`src/rtl/stream_producer.sv`:
```
// AXI-Stream master emitting an 8-bit Galois LFSR byte stream with data-driven idle gaps.
// Ports: clk, rst_n, enable, m_tvalid/m_tdata/m_tlast/m_tready, tx_count, stall_count.
module stream_producer #(
  parameter int          DATA_W    = 8,
  parameter int          PKT_LEN   = 16,
  parameter logic [7:0]  LFSR_SEED = 8'hA5,
  parameter logic [3:0]  GAP_MASK  = 4'hF
) (
  input  logic              clk,
  input  logic              rst_n,
  input  logic              enable,
  output logic              m_tvalid,
  output logic [DATA_W-1:0] m_tdata,
  output logic              m_tlast,
  input  logic              m_tready,
  output logic [15:0]       tx_count,
  output logic [15:0]       stall_count
);

  localparam int BW = (PKT_LEN > 1) ? $clog2(PKT_LEN) : 1;
  localparam logic [BW-1:0] LAST = BW'(PKT_LEN - 1);

  localparam logic [1:0] S_IDLE  = 2'd0;
  localparam logic [1:0] S_VALID = 2'd1;
  localparam logic [1:0] S_GAP   = 2'd2;

  logic [1:0]        state;
  logic [7:0]        lfsr;
  logic [7:0]        lfsr_nxt;
  logic [BW-1:0]     beat_cnt;
  logic [BW-1:0]     beat_nxt;
  logic [3:0]        gap_cnt;
  logic [3:0]        gap;
  logic              hs;
  logic [DATA_W-1:0] cur_ext;
  logic [DATA_W-1:0] nxt_ext;

  assign hs       = m_tvalid & m_tready;
  assign lfsr_nxt = (lfsr >> 1) ^ (lfsr[0] ? 8'hB8 : 8'h00);
  assign beat_nxt = (beat_cnt == LAST) ? '0 : beat_cnt + 1'b1;
  // The presented beat is always the current lfsr, so its low nibble
  // is the accepted data's low nibble.
  assign gap      = lfsr[3:0] & GAP_MASK;
  assign cur_ext  = DATA_W'(lfsr);
  assign nxt_ext  = DATA_W'(lfsr_nxt);

  always_ff @(posedge clk or negedge rst_n) begin
    if (!rst_n) begin
      state       <= S_IDLE;
      lfsr        <= LFSR_SEED;
      beat_cnt    <= '0;
      gap_cnt     <= '0;
      m_tvalid    <= 1'b0;
      m_tdata     <= '0;
      m_tlast     <= 1'b0;
      tx_count    <= '0;
      stall_count <= '0;
    end else begin
      if (hs) begin
        tx_count <= tx_count + 16'd1;
        lfsr     <= lfsr_nxt;
        beat_cnt <= beat_nxt;
      end
      if (m_tvalid && !m_tready && stall_count != 16'hFFFF)
        stall_count <= stall_count + 16'd1;

      case (state)
        S_IDLE: begin
          if (enable) begin
            state    <= S_VALID;
            m_tvalid <= 1'b1;
            m_tdata  <= cur_ext;
            m_tlast  <= (beat_cnt == LAST);
          end
        end
        S_VALID: begin
          if (hs) begin
            if (gap == 4'd0 && enable) begin
              m_tdata <= nxt_ext;
              m_tlast <= (beat_nxt == LAST);
            end else begin
              state    <= (gap != 4'd0) ? S_GAP : S_IDLE;
              gap_cnt  <= gap - 4'd1;
              m_tvalid <= 1'b0;
              m_tdata  <= '0;
              m_tlast  <= 1'b0;
            end
          end
        end
        S_GAP: begin
          if (gap_cnt != 4'd0) begin
            gap_cnt <= gap_cnt - 4'd1;
          end else if (enable) begin
            state    <= S_VALID;
            m_tvalid <= 1'b1;
            m_tdata  <= cur_ext;
            m_tlast  <= (beat_cnt == LAST);
          end else begin
            state <= S_IDLE;
          end
        end
        default: begin
          state    <= S_IDLE;
          m_tvalid <= 1'b0;
          m_tdata  <= '0;
          m_tlast  <= 1'b0;
        end
      endcase
    end
  end

endmodule

```
`config.mk`:
```
export PLATFORM = sky130hd
export DESIGN_NAME = stream_producer
export DESIGN_NICKNAME = d
export VERILOG_FILES = /design/src/rtl/stream_producer.sv
export SDC_FILE = /design/constraint.sdc
export NUM_CORES = 1
export LEC_CHECK = 0
export ABC_AREA = 1
export CAP_MARGIN = 20
export CELL_PAD_IN_SITES_DETAIL_PLACEMENT = 0
export CELL_PAD_IN_SITES_GLOBAL_PLACEMENT = 1
export CORE_MARGIN = 3
export CORE_UTILIZATION = 35
export DETAILED_ROUTE_END_ITERATION = 6
export PLACE_DENSITY = 0.81
export SYNTH_ARGS = -nofsm -noshare
export SYNTH_HDL_FRONTEND = slang
export SYNTH_SLANG_ARGS = --single-unit
```
`constraint.sdc`:
```
create_clock -name clk -period 1.5 [get_ports clk]
set_clock_uncertainty 0.15 [all_clocks]
set_input_delay 0.375 -clock clk [delete_from_list [all_inputs] [get_ports clk]]
set_output_delay 0.375 -clock clk [all_outputs]
set_load 0.02 [all_outputs]
```
==> report_table.html <==
<table>
<tr><th>Metric</th><th>Value</th></tr>
<tr><th colspan="2">Run status</th></tr>
<tr><td>Result of the run</td><td>complete, but fails checks</td></tr>
<tr><td>Violations in the final reports</td><td>setup timing</td></tr>
<tr><th colspan="2">Timing</th></tr>
<tr><td>Post-route minimum period</td><td>1.59 ns</td></tr>
<tr><td>Max_slew headroom</td><td>0.785</td></tr>
<tr><td>Setup TNS Final</td><td>-1.02 ns</td></tr>
<tr><td>Setup slack after layout</td><td>-0.0911 ns</td></tr>
<tr><td>Actual transition at the worst max-transition pin</td><td>0.323 ns</td></tr>
<tr><td>Share of the clock period used by the worst path</td><td>1.06</td></tr>
<tr><td>Total count of max-transition violations in the final report</td><td>0</td></tr>
<tr><td>Endpoints failing setup</td><td>17</td></tr>
<tr><td>Highest clock frequency the design can meet</td><td>629 MHz</td></tr>
<tr><td>RSZ-0062 raised after global routing</td><td>yes</td></tr>
<tr><td>Final Hold Viols</td><td>0</td></tr>
<tr><th colspan="2">Synth</th></tr>
<tr><td>Synthesis warning total</td><td>0</td></tr>
<tr><td>Post-Synthesis Cells</td><td>398</td></tr>
<tr><td>Netlist area before placement</td><td>3170 sq um</td></tr>
<tr><td>Unique cell type count in the Yosys netlist</td><td>29</td></tr>
<tr><td>Synthesized area per cell</td><td>7.97 sq um</td></tr>
<tr><td>Sequential fraction of the synthesis area</td><td>0.475</td></tr>
<tr><td>#FFs+latches synth</td><td>60</td></tr>
<tr><td>Number of nets produced by synthesis</td><td>407</td></tr>
<tr><th colspan="2">Final layout</th></tr>
<tr><td>Final core utilization</td><td>0.525</td></tr>
<tr><td>Number of diodes</td><td>0</td></tr>
<tr><td>Synth-to-layout area growth</td><td>44.9%</td></tr>
<tr><td>Layout cell share with drive strength beyond 1</td><td>0.399</td></tr>
<tr><td>Final layout net count</td><td>528</td></tr>
<tr><td>Filler Cells Inserted</td><td>843</td></tr>
<tr><th colspan="2">Setup path</th></tr>
<tr><td>Startpoint type of the worst setup path</td><td>flop</td></tr>
<tr><td>WS Path Type</td><td>reg2out</td></tr>
<tr><td>Largest fanout on the critical path</td><td>4</td></tr>
<tr><td>Setup slack on the worst flop-to-flop path</td><td>-0.09 ns</td></tr>
<tr><td>Register-to-Register Path Depth</td><td>9</td></tr>
<tr><td>Type of destination of the critical path</td><td>primary output</td></tr>
<tr><td>Data required time of the critical path</td><td>0.97 ns</td></tr>
<tr><td>Signal arrival time at the worst endpoint</td><td>1.07 ns</td></tr>
<tr><th colspan="2">Worst hold path</th></tr>
<tr><td>Cell count of the worst hold path</td><td>2</td></tr>
<tr><td>Class of the worst hold path</td><td>reg2reg</td></tr>
<tr><th colspan="2">Pwr</th></tr>
<tr><td>Power spent charging and discharging nets</td><td>3.19 mW</td></tr>
<tr><td>Worst-case vdd ir drop</td><td>0.914 mV</td></tr>
<tr><td>Fraction of power spent switching nets</td><td>0.414</td></tr>
<tr><td>Leak</td><td>2.39 nW</td></tr>
<tr><td>Internal Dissipation</td><td>4.51 mW</td></tr>
<tr><td>Fraction of power consumed by combinational cells</td><td>0.475</td></tr>
<tr><td>Relative contribution of the clock network to total power</td><td>0.196</td></tr>
<tr><td>Register share of total power</td><td>0.329</td></tr>
<tr><td>Pwr per Cell Area</td><td>1680 nW/um^2</td></tr>
<tr><th colspan="2">Drt</th></tr>
<tr><td>Top routing layer in use</td><td>met4</td></tr>
<tr><td>WL/cell</td><td>12.7 microns</td></tr>
<tr><td>Vias after detailed routing</td><td>2981</td></tr>
<tr><td>Remaining routing DRC violations</td><td>0</td></tr>
<tr><td>Final WL</td><td>8040 microns</td></tr>
<tr><td>Met2 layer wire length in the routed design</td><td>3970 microns</td></tr>
<tr><td>DRC violation total after the first TritonRoute iteration</td><td>126</td></tr>
<tr><td>Antenna viol nets, final</td><td>0</td></tr>
<tr><td>Via/cell ratio</td><td>4.72</td></tr>
<tr><td>First drt pass iteration count</td><td>4</td></tr>
<tr><td>Routed length on met3</td><td>361 microns</td></tr>
<tr><td>Wire length on met1</td><td>3610 microns</td></tr>
<tr><th colspan="2">CTS</th></tr>
<tr><td>CTS H-tree depth</td><td>3</td></tr>
<tr><td>TritonCTS clock tree</td><td>done</td></tr>
<tr><td>Count of clock tree sinks</td><td>60</td></tr>
<tr><td>Post-CTS clock slew at the launch and capture registers of the worst setup and hold paths</td><td>0.07 ns</td></tr>
<tr><td>Longest Clk Path Bufs</td><td>2</td></tr>
<tr><td>Total CTS buffers</td><td>9</td></tr>
<tr><td>Clock Root Buffer</td><td>clkbuf_8</td></tr>
<tr><td>Clk Latency, worst-skew pair</td><td>0.33 ns</td></tr>
<tr><th colspan="2">Placement</th></tr>
<tr><td>Quantity of I/O buffers inserted on ports</td><td>45</td></tr>
<tr><td>Worst slack after detailed placement</td><td>-0.453 ns</td></tr>
<tr><td>Post-DP HPWL</td><td>5410 microns</td></tr>
<tr><td>Gpl congestion</td><td>0.815</td></tr>
<tr><th colspan="2">Floorplanning</th></tr>
<tr><td>Area of the core region</td><td>8760 sq um</td></tr>
<tr><td>Row cnt</td><td>34</td></tr>
<tr><td>IO Pins</td><td>46</td></tr>
<tr><td>Die area</td><td>10200 sq um</td></tr>
<tr><td>Die H</td><td>101 microns</td></tr>
<tr><td>Die Wd</td><td>101 microns</td></tr>
<tr><td>Initial Util</td><td>0.362</td></tr>
<tr><th colspan="2">Global route</th></tr>
<tr><td>GRT Util Overall</td><td>0.166</td></tr>
<tr><td>Leftover overflow at the end of global routing</td><td>0</td></tr>
<tr><td>Pin count of the biggest net entering global routing</td><td>61</td></tr>
<tr><td>Via count of the first global-routing pass</td><td>2882</td></tr>
<tr><td>Number of antenna violations at the first check in global routing</td><td>0</td></tr>
<tr><td>Global-route wire length before repair</td><td>13400 microns</td></tr>
<tr><th colspan="2">Job</th></tr>
<tr><td>Max-cap violations</td><td>0</td></tr>
</table>
-- power by group through the flow --
stage               logic [mW]  clock network, mW  registers, mW
global placement          3.04                  0           2.52
CTS                       3.08               1.55           2.51
detailed placement        3.14                  0           2.53
global route              4.05               1.64           2.60
finish                    3.66               1.51           2.54
floorplan                 1.66                  0           2.77
-- registers in the layout, summed over array words and instances, names as in the netlist --
signal	count
m_tlast	1
gap_cnt	4
m_tvalid	1
m_tdata	8
cur_ext	8
tx_count	16
beat_cnt	4
state	2
stall_count	16
-- critical path, stage by stage (launching register included) --
cell and delay (ns):
dfrtp_2 0.45, buf_4 0.14, buf_4 0.15
-- metrics by stage --
step	cell area, sq um	total power [mW]	hold slack (ns)	cells
after floorplan	3240	4.43	-0.0706	398
after global placement	4190	5.57	0.260	598
after detailed placement	4190	5.68	0.260	598
after CTS	4300	7.14	0.344	620
after global routing	4600	8.30	0.363	632
final	4600	7.71	0.345	632
-- worst paths after layout --
path | endpoint | startpoint
hold / removal | m_tlast$_DFFE_PN0P_ | m_tlast$_DFFE_PN0P_
setup / recovery | stall_count[0] | stall_count[0]$_DFFE_PN0P_
hold reg to reg | m_tlast$_DFFE_PN0P_ | m_tlast$_DFFE_PN0P_
max in group asynchronous | cur_ext[2]$_DFFE_PN1P_ | rst_n
min in group asynchronous | stall_count[2]$_DFFE_PN0P_ | rst_n
setup reg to reg | stall_count[3]$_DFFE_PN0P_ | stall_count[0]$_DFFE_PN0P_
-- cell families after synthesis --
kind of cell | share of synthesized area
adders and majority gates | 0.0197
and+or+nand+nor | 0.312
buffers and inverters | 0.0706
AOI/OAI and AO/OA | 0.0509
DFF | 0.475
xor gates and xnor gates | 0.0718
-- synthesized netlist by cell type --
cell | instances | area, sq um
nand2_2 | 3 | 18.8
inv_1 | 39 | 146
xnor2_1 | 10 | 87.6
nand2_1 | 143 | 537
clkbuf_1 | 2 | 7.51
buf_6 | 3 | 33.8
o21ai_0 | 17 | 85.1
dfstp_2 | 4 | 105
xor2_1 | 16 | 140
nor2_1 | 29 | 109
nor2_8 | 1 | 20.0
nor3_1 | 5 | 25.0
nor2_4 | 1 | 11.3
inv_2 | 4 | 15.0
nor2_2 | 1 | 6.26
nand4_1 | 9 | 56.3
a22oi_1 | 4 | 30.0
inv_4 | 1 | 6.26
and2_1 | 1 | 6.26
nand3b_1 | 2 | 15.0
ha_1 | 5 | 62.6
a21oi_1 | 3 | 15.0
buf_2 | 3 | 15.0
dfrtp_1 | 56 | 1400
o21ai_1 | 3 | 15.0
nand2_4 | 5 | 56.3
nand3_1 | 26 | 130
o31ai_1 | 1 | 7.51
o21ai_2 | 1 | 8.76
-- layout by cell type (no fill, tap or decap), drive strengths merged --
master        instances
clkinvlp              1
dlymetal6s2s          1
buf                 112
bufinv                1
dlygate4sd2           1
dfstp                 4
inv                  45
nand2               153
nand3b                2
clkinv                2
a22oi                 4
dlygate4sd3           1
dfrtp                56
clkbuf               12
xnor2                10
nand4                 9
o31ai                 1
ha                    5
a21oi                 3
o21ai                21
nor3                  5
nor2                 32
xor2                 16
nand3                26
and2                  1
-- cell type report --
type	count	area (sq um)	share of cell area
Inverter	44	178	0.0386
Clock buffer	12	155	0.0338
Tap cell	108	135	0.0294
Timing Repair Buffer	115	836	0.182
Timing Repair inverter	1	6.26	0.00136
Multi-Input combinational cell	288	1720	0.375
Clock inverter	4	47.5	0.0103
Sequential cell	60	1520	0.330
-- repair_timing --
action                     4_1_cts  5_1_grt
setup buffers                    3       11
pin swaps                        5       18
hold buffers                     1        0
hold endpoints to repair        56        0
setup endpoints to repair       84       44
gates resized for setup        188       62
cloned                           2        1
-- per-layer routing --
layer | global-route usage | up-vias
li1 | - | 1493
met1 | 0.209 | 1419
met2 | 0.281 | 59
met3 | 0.0406 | 10
met4 | 0.0501 | 0
met5 | 0 | -
Note: power is estimated with default switching activity, not from simulation.
